**src/rtl/hazard_scoreboard_pkg.sv**
```systemverilog
// rtl/hazard_scoreboard_pkg.sv - shared slot record, FSM states and stage indices for the hazard scoreboard
package hazard_scoreboard_pkg;

    // Widest register address a slot can hold; narrower addresses are zero-extended.
    localparam int SLOT_ADDR_W = 8;
    localparam int MEM_SLOT    = 1;

    typedef struct packed {
        logic                   valid;
        logic                   wb_en;
        logic                   mem_r_en;
        logic                   mem_w_en;
        logic [SLOT_ADDR_W-1:0] dest;
    } slot_t;

    typedef enum logic [1:0] {
        RUN      = 2'd0,
        STALL    = 2'd1,
        MEM_WAIT = 2'd2
    } state_e;

endpackage

```
**src/rtl/hazard_scoreboard_if.sv**
```systemverilog
// rtl/hazard_scoreboard_if.sv - ID-stage request and stall/freeze response bundle
interface hazard_scoreboard_if #(
    parameter int REG_ADDR_W = 4,
    parameter int NUM_SRC    = 3,
    parameter int CNT_W      = 16
);
    logic                          id_valid_in;
    logic [NUM_SRC*REG_ADDR_W-1:0] id_src_in;
    logic [NUM_SRC-1:0]            id_src_used_in;
    logic                          id_wb_en_in;
    logic                          id_mem_r_en_in;
    logic                          id_mem_w_en_in;
    logic [REG_ADDR_W-1:0]         id_dest_in;
    logic                          use_forwarding_in;
    logic                          sram_ready_in;
    logic                          flush_in;
    logic                          cnt_clr_in;
    logic                          hazard_out;
    logic                          freeze_out;
    logic [CNT_W-1:0]              stall_cnt_out;
    logic [1:0]                    state_out;

    modport master (
        output id_valid_in, id_src_in, id_src_used_in, id_wb_en_in, id_mem_r_en_in,
               id_mem_w_en_in, id_dest_in, use_forwarding_in, sram_ready_in, flush_in, cnt_clr_in,
        input  hazard_out, freeze_out, stall_cnt_out, state_out
    );

    modport slave (
        input  id_valid_in, id_src_in, id_src_used_in, id_wb_en_in, id_mem_r_en_in,
               id_mem_w_en_in, id_dest_in, use_forwarding_in, sram_ready_in, flush_in, cnt_clr_in,
        output hazard_out, freeze_out, stall_cnt_out, state_out
    );
endinterface

```
**src/rtl/hazard_src_match.sv**
```systemverilog
// rtl/hazard_src_match.sv - flags when one in-flight slot writes any register the ID instruction reads
module hazard_src_match
    import hazard_scoreboard_pkg::*;
#(
    parameter int REG_ADDR_W = 4,
    parameter int NUM_SRC    = 3
) (
    input  slot_t                         i_slot,
    input  logic [NUM_SRC*REG_ADDR_W-1:0] i_src,
    input  logic [NUM_SRC-1:0]            i_src_used,
    output logic                          o_match
);

    logic w_any_src;

    always_comb begin
        w_any_src = 1'b0;
        for (int i = 0; i < NUM_SRC; i++) begin
            if (i_src_used[i] && (i_slot.dest == SLOT_ADDR_W'(i_src[i*REG_ADDR_W +: REG_ADDR_W]))) begin
                w_any_src = 1'b1;
            end
        end
    end

    assign o_match = i_slot.valid & i_slot.wb_en & w_any_src;

endmodule

```
**src/rtl/hazard_scoreboard.sv**
```systemverilog
// rtl/hazard_scoreboard.sv - tracks in-flight writers, raises ID stalls and MEM-wait freezes, counts stall cycles
module hazard_scoreboard
    import hazard_scoreboard_pkg::*;
#(
    parameter int REG_ADDR_W = 4,
    parameter int NUM_SRC    = 3,
    parameter int DEPTH      = 2,
    parameter int CNT_W      = 16
) (
    input logic                clk,
    input logic                rst_n,
    hazard_scoreboard_if.slave bus
);

    localparam logic [CNT_W-1:0] CNT_MAX = '1;

    slot_t            r_slots [DEPTH];
    state_e           r_state;
    state_e           w_state_nxt;
    logic [CNT_W-1:0] r_cnt;
    logic [DEPTH-1:0] w_match;
    logic             w_mode_term;
    logic             w_hazard;
    logic             w_freeze;
    slot_t            w_id_slot;

    for (genvar k = 0; k < DEPTH; k++) begin : g_match
        hazard_src_match #(
            .REG_ADDR_W (REG_ADDR_W),
            .NUM_SRC    (NUM_SRC)
        ) u_match (
            .i_slot     (r_slots[k]),
            .i_src      (bus.id_src_in),
            .i_src_used (bus.id_src_used_in),
            .o_match    (w_match[k])
        );
    end

    // With forwarding only a load still in EXE cannot supply its result in time.
    assign w_mode_term = bus.use_forwarding_in ? (w_match[0] & r_slots[0].mem_r_en) : (|w_match);
    assign w_hazard    = bus.id_valid_in & w_mode_term & ~bus.flush_in;
    assign w_freeze    = r_slots[MEM_SLOT].valid
                       & (r_slots[MEM_SLOT].mem_r_en | r_slots[MEM_SLOT].mem_w_en)
                       & ~bus.sram_ready_in;

    always_comb begin
        w_id_slot = '0;
        if (bus.id_valid_in && !w_hazard && !bus.flush_in) begin
            w_id_slot.valid    = 1'b1;
            w_id_slot.wb_en    = bus.id_wb_en_in;
            w_id_slot.mem_r_en = bus.id_mem_r_en_in;
            w_id_slot.mem_w_en = bus.id_mem_w_en_in;
            w_id_slot.dest     = SLOT_ADDR_W'(bus.id_dest_in);
        end
    end

    always_ff @(posedge clk or negedge rst_n) begin
        if (!rst_n) begin
            for (int k = 0; k < DEPTH; k++) begin
                r_slots[k] <= '0;
            end
        end else if (!w_freeze) begin
            r_slots[0] <= w_id_slot;
            for (int k = 1; k < DEPTH; k++) begin
                r_slots[k] <= r_slots[k-1];
            end
        end
    end

    always_ff @(posedge clk or negedge rst_n) begin
        if (!rst_n) begin
            r_state <= RUN;
        end else begin
            r_state <= w_state_nxt;
        end
    end

    always_comb begin
        w_state_nxt = RUN;
        if (w_freeze) begin
            w_state_nxt = MEM_WAIT;
        end else if (w_hazard) begin
            w_state_nxt = STALL;
        end
    end

    always_ff @(posedge clk or negedge rst_n) begin
        if (!rst_n) begin
            r_cnt <= '0;
        end else if (bus.cnt_clr_in) begin
            r_cnt <= '0;
        end else if ((w_hazard || w_freeze) && (r_cnt != CNT_MAX)) begin
            r_cnt <= r_cnt + 1'b1;
        end
    end

    assign bus.hazard_out    = w_hazard;
    assign bus.freeze_out    = w_freeze;
    assign bus.stall_cnt_out = r_cnt;
    assign bus.state_out     = r_state;

endmodule

```
**src/flat_wrapper.sv**
```systemverilog
// flat-port wrapper written by rule: the top's interface ports become plain ports
module hazard_scoreboard_flat import hazard_scoreboard_pkg::*;
#(
    parameter int REG_ADDR_W = 4,
    parameter int NUM_SRC    = 3,
    parameter int DEPTH      = 2,
    parameter int CNT_W      = 16
)
  (clk, rst_n, bus_id_valid_in, bus_id_src_in, bus_id_src_used_in, bus_id_wb_en_in, bus_id_mem_r_en_in, bus_id_mem_w_en_in, bus_id_dest_in, bus_use_forwarding_in, bus_sram_ready_in, bus_flush_in, bus_cnt_clr_in, bus_hazard_out, bus_freeze_out, bus_stall_cnt_out, bus_state_out);
  hazard_scoreboard_if #(.REG_ADDR_W(REG_ADDR_W), .NUM_SRC(NUM_SRC), .CNT_W(CNT_W)) bus_i ();
  input logic clk;
  input logic rst_n;
  input wire logic [$bits(bus_i.id_valid_in)-1:0] bus_id_valid_in;
  input wire logic [$bits(bus_i.id_src_in)-1:0] bus_id_src_in;
  input wire logic [$bits(bus_i.id_src_used_in)-1:0] bus_id_src_used_in;
  input wire logic [$bits(bus_i.id_wb_en_in)-1:0] bus_id_wb_en_in;
  input wire logic [$bits(bus_i.id_mem_r_en_in)-1:0] bus_id_mem_r_en_in;
  input wire logic [$bits(bus_i.id_mem_w_en_in)-1:0] bus_id_mem_w_en_in;
  input wire logic [$bits(bus_i.id_dest_in)-1:0] bus_id_dest_in;
  input wire logic [$bits(bus_i.use_forwarding_in)-1:0] bus_use_forwarding_in;
  input wire logic [$bits(bus_i.sram_ready_in)-1:0] bus_sram_ready_in;
  input wire logic [$bits(bus_i.flush_in)-1:0] bus_flush_in;
  input wire logic [$bits(bus_i.cnt_clr_in)-1:0] bus_cnt_clr_in;
  output wire logic [$bits(bus_i.hazard_out)-1:0] bus_hazard_out;
  output wire logic [$bits(bus_i.freeze_out)-1:0] bus_freeze_out;
  output wire logic [$bits(bus_i.stall_cnt_out)-1:0] bus_stall_cnt_out;
  output wire logic [$bits(bus_i.state_out)-1:0] bus_state_out;
  assign bus_i.id_valid_in = bus_id_valid_in;
  assign bus_i.id_src_in = bus_id_src_in;
  assign bus_i.id_src_used_in = bus_id_src_used_in;
  assign bus_i.id_wb_en_in = bus_id_wb_en_in;
  assign bus_i.id_mem_r_en_in = bus_id_mem_r_en_in;
  assign bus_i.id_mem_w_en_in = bus_id_mem_w_en_in;
  assign bus_i.id_dest_in = bus_id_dest_in;
  assign bus_i.use_forwarding_in = bus_use_forwarding_in;
  assign bus_i.sram_ready_in = bus_sram_ready_in;
  assign bus_i.flush_in = bus_flush_in;
  assign bus_i.cnt_clr_in = bus_cnt_clr_in;
  assign bus_hazard_out = bus_i.hazard_out;
  assign bus_freeze_out = bus_i.freeze_out;
  assign bus_stall_cnt_out = bus_i.stall_cnt_out;
  assign bus_state_out = bus_i.state_out;
  hazard_scoreboard #(.REG_ADDR_W(REG_ADDR_W), .NUM_SRC(NUM_SRC), .DEPTH(DEPTH), .CNT_W(CNT_W)) u_core (.clk(clk), .rst_n(rst_n), .bus(bus_i));
endmodule
```
**config.mk**
```make
export PLATFORM = sky130hd
export DESIGN_NAME = hazard_scoreboard_flat
export DESIGN_NICKNAME = d
export VERILOG_FILES = /design/src/rtl/hazard_scoreboard_pkg.sv /design/src/rtl/hazard_scoreboard_if.sv /design/src/rtl/hazard_src_match.sv /design/src/rtl/hazard_scoreboard.sv /design/src/flat_wrapper.sv
export SDC_FILE = /design/constraint.sdc
export NUM_CORES = 1
export LEC_CHECK = 0
export ABC_AREA = 0
export ABC_CLOCK_PERIOD_IN_PS = 2700
export CAP_MARGIN = 20
export CORE_MARGIN = 2
export CORE_UTILIZATION = 62
export CTS_CLUSTER_SIZE = 28
export DETAILED_ROUTE_END_ITERATION = 10
export DONT_BUFFER_PORTS = 1
export GPL_TIMING_DRIVEN = 1
export PLACE_DENSITY = 0.78
export SETUP_SLACK_MARGIN = 0.3
export SYNTH_ARGS = -nofsm -noshare
export SYNTH_HDL_FRONTEND = slang
export SYNTH_SLANG_ARGS = --single-unit
```
**constraint.sdc**
```tcl
create_clock -name clk -period 2.7 [get_ports clk]
set_input_delay 0.54 -clock clk [delete_from_list [all_inputs] [get_ports clk]]
set_output_delay 0.54 -clock clk [all_outputs]
set_load 0.02 [all_outputs]
```
==> flow_metrics.env <==
export IMPL_peakVddDrop_uv=372
export IMPL_power_uw=920
export IMPL_worstMarginPinSlew_ps=505
export IMPL_numPlacedInstances=225
export IMPL_grt_pass1_vias=1482
export IMPL_dp_slack_ps=350
export IMPL_synth_seq_cells=34
export IMPL_stdcell_count=241
export IMPL_drv_slew=0
export IMPL_drt_first_pass_iters=4
export IMPL_clockRootBuffer="clkbuf_4"
export IMPL_holdWs_ps=7.13
export IMPL_ys_types=44
export IMPL_globalRoute_totalOverflow=0
export IMPL_finalHoldViolCount=0
export IMPL_post_route_period_util_pct=93.6
export IMPL_yosysTopAreaCell="dfrtp_1"
export IMPL_track_usage_pct=24.9
export IMPL_drt_iter0_markers=90
export IMPL_synth_most_common_cell="dfrtp_1"
export IMPL_p_leak_uw=0.000966
export IMPL_grt_max_degree=35
export IMPL_fin_skew_ps=15.2
export IMPL_place_gp_congestion=0.804
export IMPL_yosysWarnings=0
export IMPL_seq_area_frac_synth_pct=43.7
export IMPL_cts_num_sinks=34
export IMPL_drcViolationCount=0
export IMPL_cts_tree="yes"
export IMPL_path_class="reg2out"
export IMPL_vias=1456
export IMPL_syn_inst=184
export IMPL_synthFlopType="dfrtp_1"
export IMPL_final_nets=226
export IMPL_hold_class="in2async"
export IMPL_synthesis_nets=214
export IMPL_ant_nets=0
export IMPL_die_w_um=60.1
export IMPL_crit_path_max_fanout=3
export IMPL_synth_edff_count=0
export IMPL_finalSetupTns_ps=0
export IMPL_synthTopCellsByCount="dfrtp_1, xor2_1, nor2_1"
export IMPL_wl_per_cell_um=17.3
export IMPL_endpoint_kind="primary output"
export IMPL_fillerInstances=230
export IMPL_seq_area_um2=858
export IMPL_crit_arrival_ps=1990
export IMPL_cts_buffers=5
export IMPL_cpLargestDelayFamily="simple AND/OR/NAND/NOR gates"
export IMPL_die_height_um=60.1
export IMPL_clk_latency_ps=350
export IMPL_cts_htree_levels=2
export IMPL_rsz0062_at_grt="true"
export IMPL_async_reset_ff_share_pct=100
export IMPL_crit_buf_inv=0
export IMPL_critPathSlowestCell="or4_1"
export IMPL_syn_area_um2=1950
export IMPL_drive_gt1_share_pct=24.9
export IMPL_dieArea_um2=3610
export IMPL_syn_to_final_growth_pct=11.3
export IMPL_synth_top_area_share_pct=43.7
export IMPL_clock_path_buffers=2
export IMPL_worstPathCellList="xor2_1 > or4_1 > and3_4 > a31oi_4"
export IMPL_grt_pass1_wl_um=6560
export IMPL_slowest_delay_ps=540
export IMPL_initial_core_util_pct=64.3
export IMPL_setup_violations=0
export IMPL_viasPerCell=6.04
export IMPL_diodes=0
export IMPL_fin_ws_ps=172
export IMPL_timing_final_crit_period_ps=2530
export IMPL_clk_pin_slew_worst_paths_ps=110
export IMPL_multi_input_area_um2=1080
export IMPL_maxCapViolations=0
export IMPL_worst_setup_path_start_kind="register"
export IMPL_avgSynthCellArea_um2=10.6
export IMPL_synth_area_leaders="dfrtp_1, xor2_1, xnor2_1, mux2_2, a22o_1"
export IMPL_power_density_nw_per_um2=424
export IMPL_dpl_hpwl_um=2940
export IMPL_grt_antenna_before_repair=0
export IMPL_required_ps=2160
export IMPL_ioPinCount=49
export IMPL_rows=20
export IMPL_status="finished, final reports clean"
export IMPL_max_slew_margin_pct=66.2
export IMPL_port_buffer_count=0
export IMPL_drt_total_wl_um=4170
export IMPL_design_core_area_um2=3030
export IMPL_max_freq_mhz=396
final timing paths:
check / startpoint / cells after the start / to / slack (ps)
worst max-delay path: u_core.r_slots[13]$_DFFE_PN0N_ / 4 / bus_hazard_out / 170
worst min-delay path: rst_n / 1 / u_core.bus.stall_cnt_out[9]$_DFFE_PN0P_ / 7
worst max register to register: u_core.r_slots[13]$_DFFE_PN0N_ / 7 / u_core.bus.stall_cnt_out[10]$_DFFE_PN0P_ / 380
worst min register to register: u_core.r_slots[20]$_DFFE_PN0N_ / 1 / u_core.r_slots[20]$_DFFE_PN0N_ / 510
max in group asynchronous: rst_n / 1 / u_core.r_slots[15]$_DFFE_PN0N_ / 2490
min in group clk: bus_cnt_clr_in / 1 / u_core.bus.stall_cnt_out[9]$_DFFE_PN0P_ / 230
cells in the final DEF (no fill, tap or decap), drive strengths merged, types with 2 or more instances in the layout:
master,instances
buf,11
nor2,14
o21ai,7
a32oi,2
nand4b,4
dfrtp,34
a22o,7
and3,8
clkbuf,6
nor4,2
nand2,7
nor2b,4
nand3b,2
inv,3
a31o,2
and2,3
or4,2
nand3,7
nand4,7
xnor2,11
mux2,11
nand2b,3
a21oi,9
xor2,16
or3,2
cells by family (layout without fill, tap and decap cells):
family | Yosys count | count (layout) | synth area share (%)
compound gates | 32 | 32 | 13.2
xor+xnor | 27 | 27 | 12.1
fa+ha+maj | 1 | 1 | 0.642
buf+inv | 9 | 22 | 1.99
flops | 34 | 34 | 43.7
mux | 12 | 12 | 6.87
simple gates | 69 | 69 | 21.5
layer usage:
| metal | vias to the layer above | wire, um | GRT usage, % |
|---|---|---|---|
| met5 | - | 0 | 0 |
| met4 | 0 | 93 | 10.5 |
| met3 | 10 | 286 | 9.09 |
| met2 | 49 | 2260 | 45.0 |
| met1 | 710 | 1540 | 25.6 |
| li1 | 687 | - | - |
registers in the layout (all words and copies together) (netlist names):
| name | flops |
|---|---|
| u_core.bus.stall_cnt_out | 16 |
| u_core.r_slots | 16 |
| u_core.bus.state_out | 2 |
layout make-up:
class | count | area share, %
tap | 44 | 2.54
multi-input combinational | 141 | 50.0
inverter | 3 | 0.519
timing repair buffer | 11 | 4.39
sequential | 34 | 39.6
clock inverter | 2 | 0.577
clock buffer | 6 | 2.37
power by group:
part | switching [uW] | internal [uW]
clock network | 175 | 125
registers | 13.5 | 521
logic | 40.7 | 43.5
metrics by stage:
stage          instance area, um^2  util [%]
3_5_place_dp                  2000      66.2
6_report                      2170      71.6
4_1_cts                       2150      71.0
2_1_floorplan                 1950         -
5_1_grt                       2170      71.6
3_3_place_gp                  2000      66.2
what timing repair did:
| item | in CTS | in global routing |
|---|---|---|
| hold endpoints to repair | 34 | 0 |
| endpoints found under the setup margin | 1 | 6 |
| resized for setup | 7 | 2 |
| pin swaps | 2 | 3 |
| setup buffers | 5 | 2 |
| hold buffers | 1 | 0 |
(Power assumes the default switching activity.)
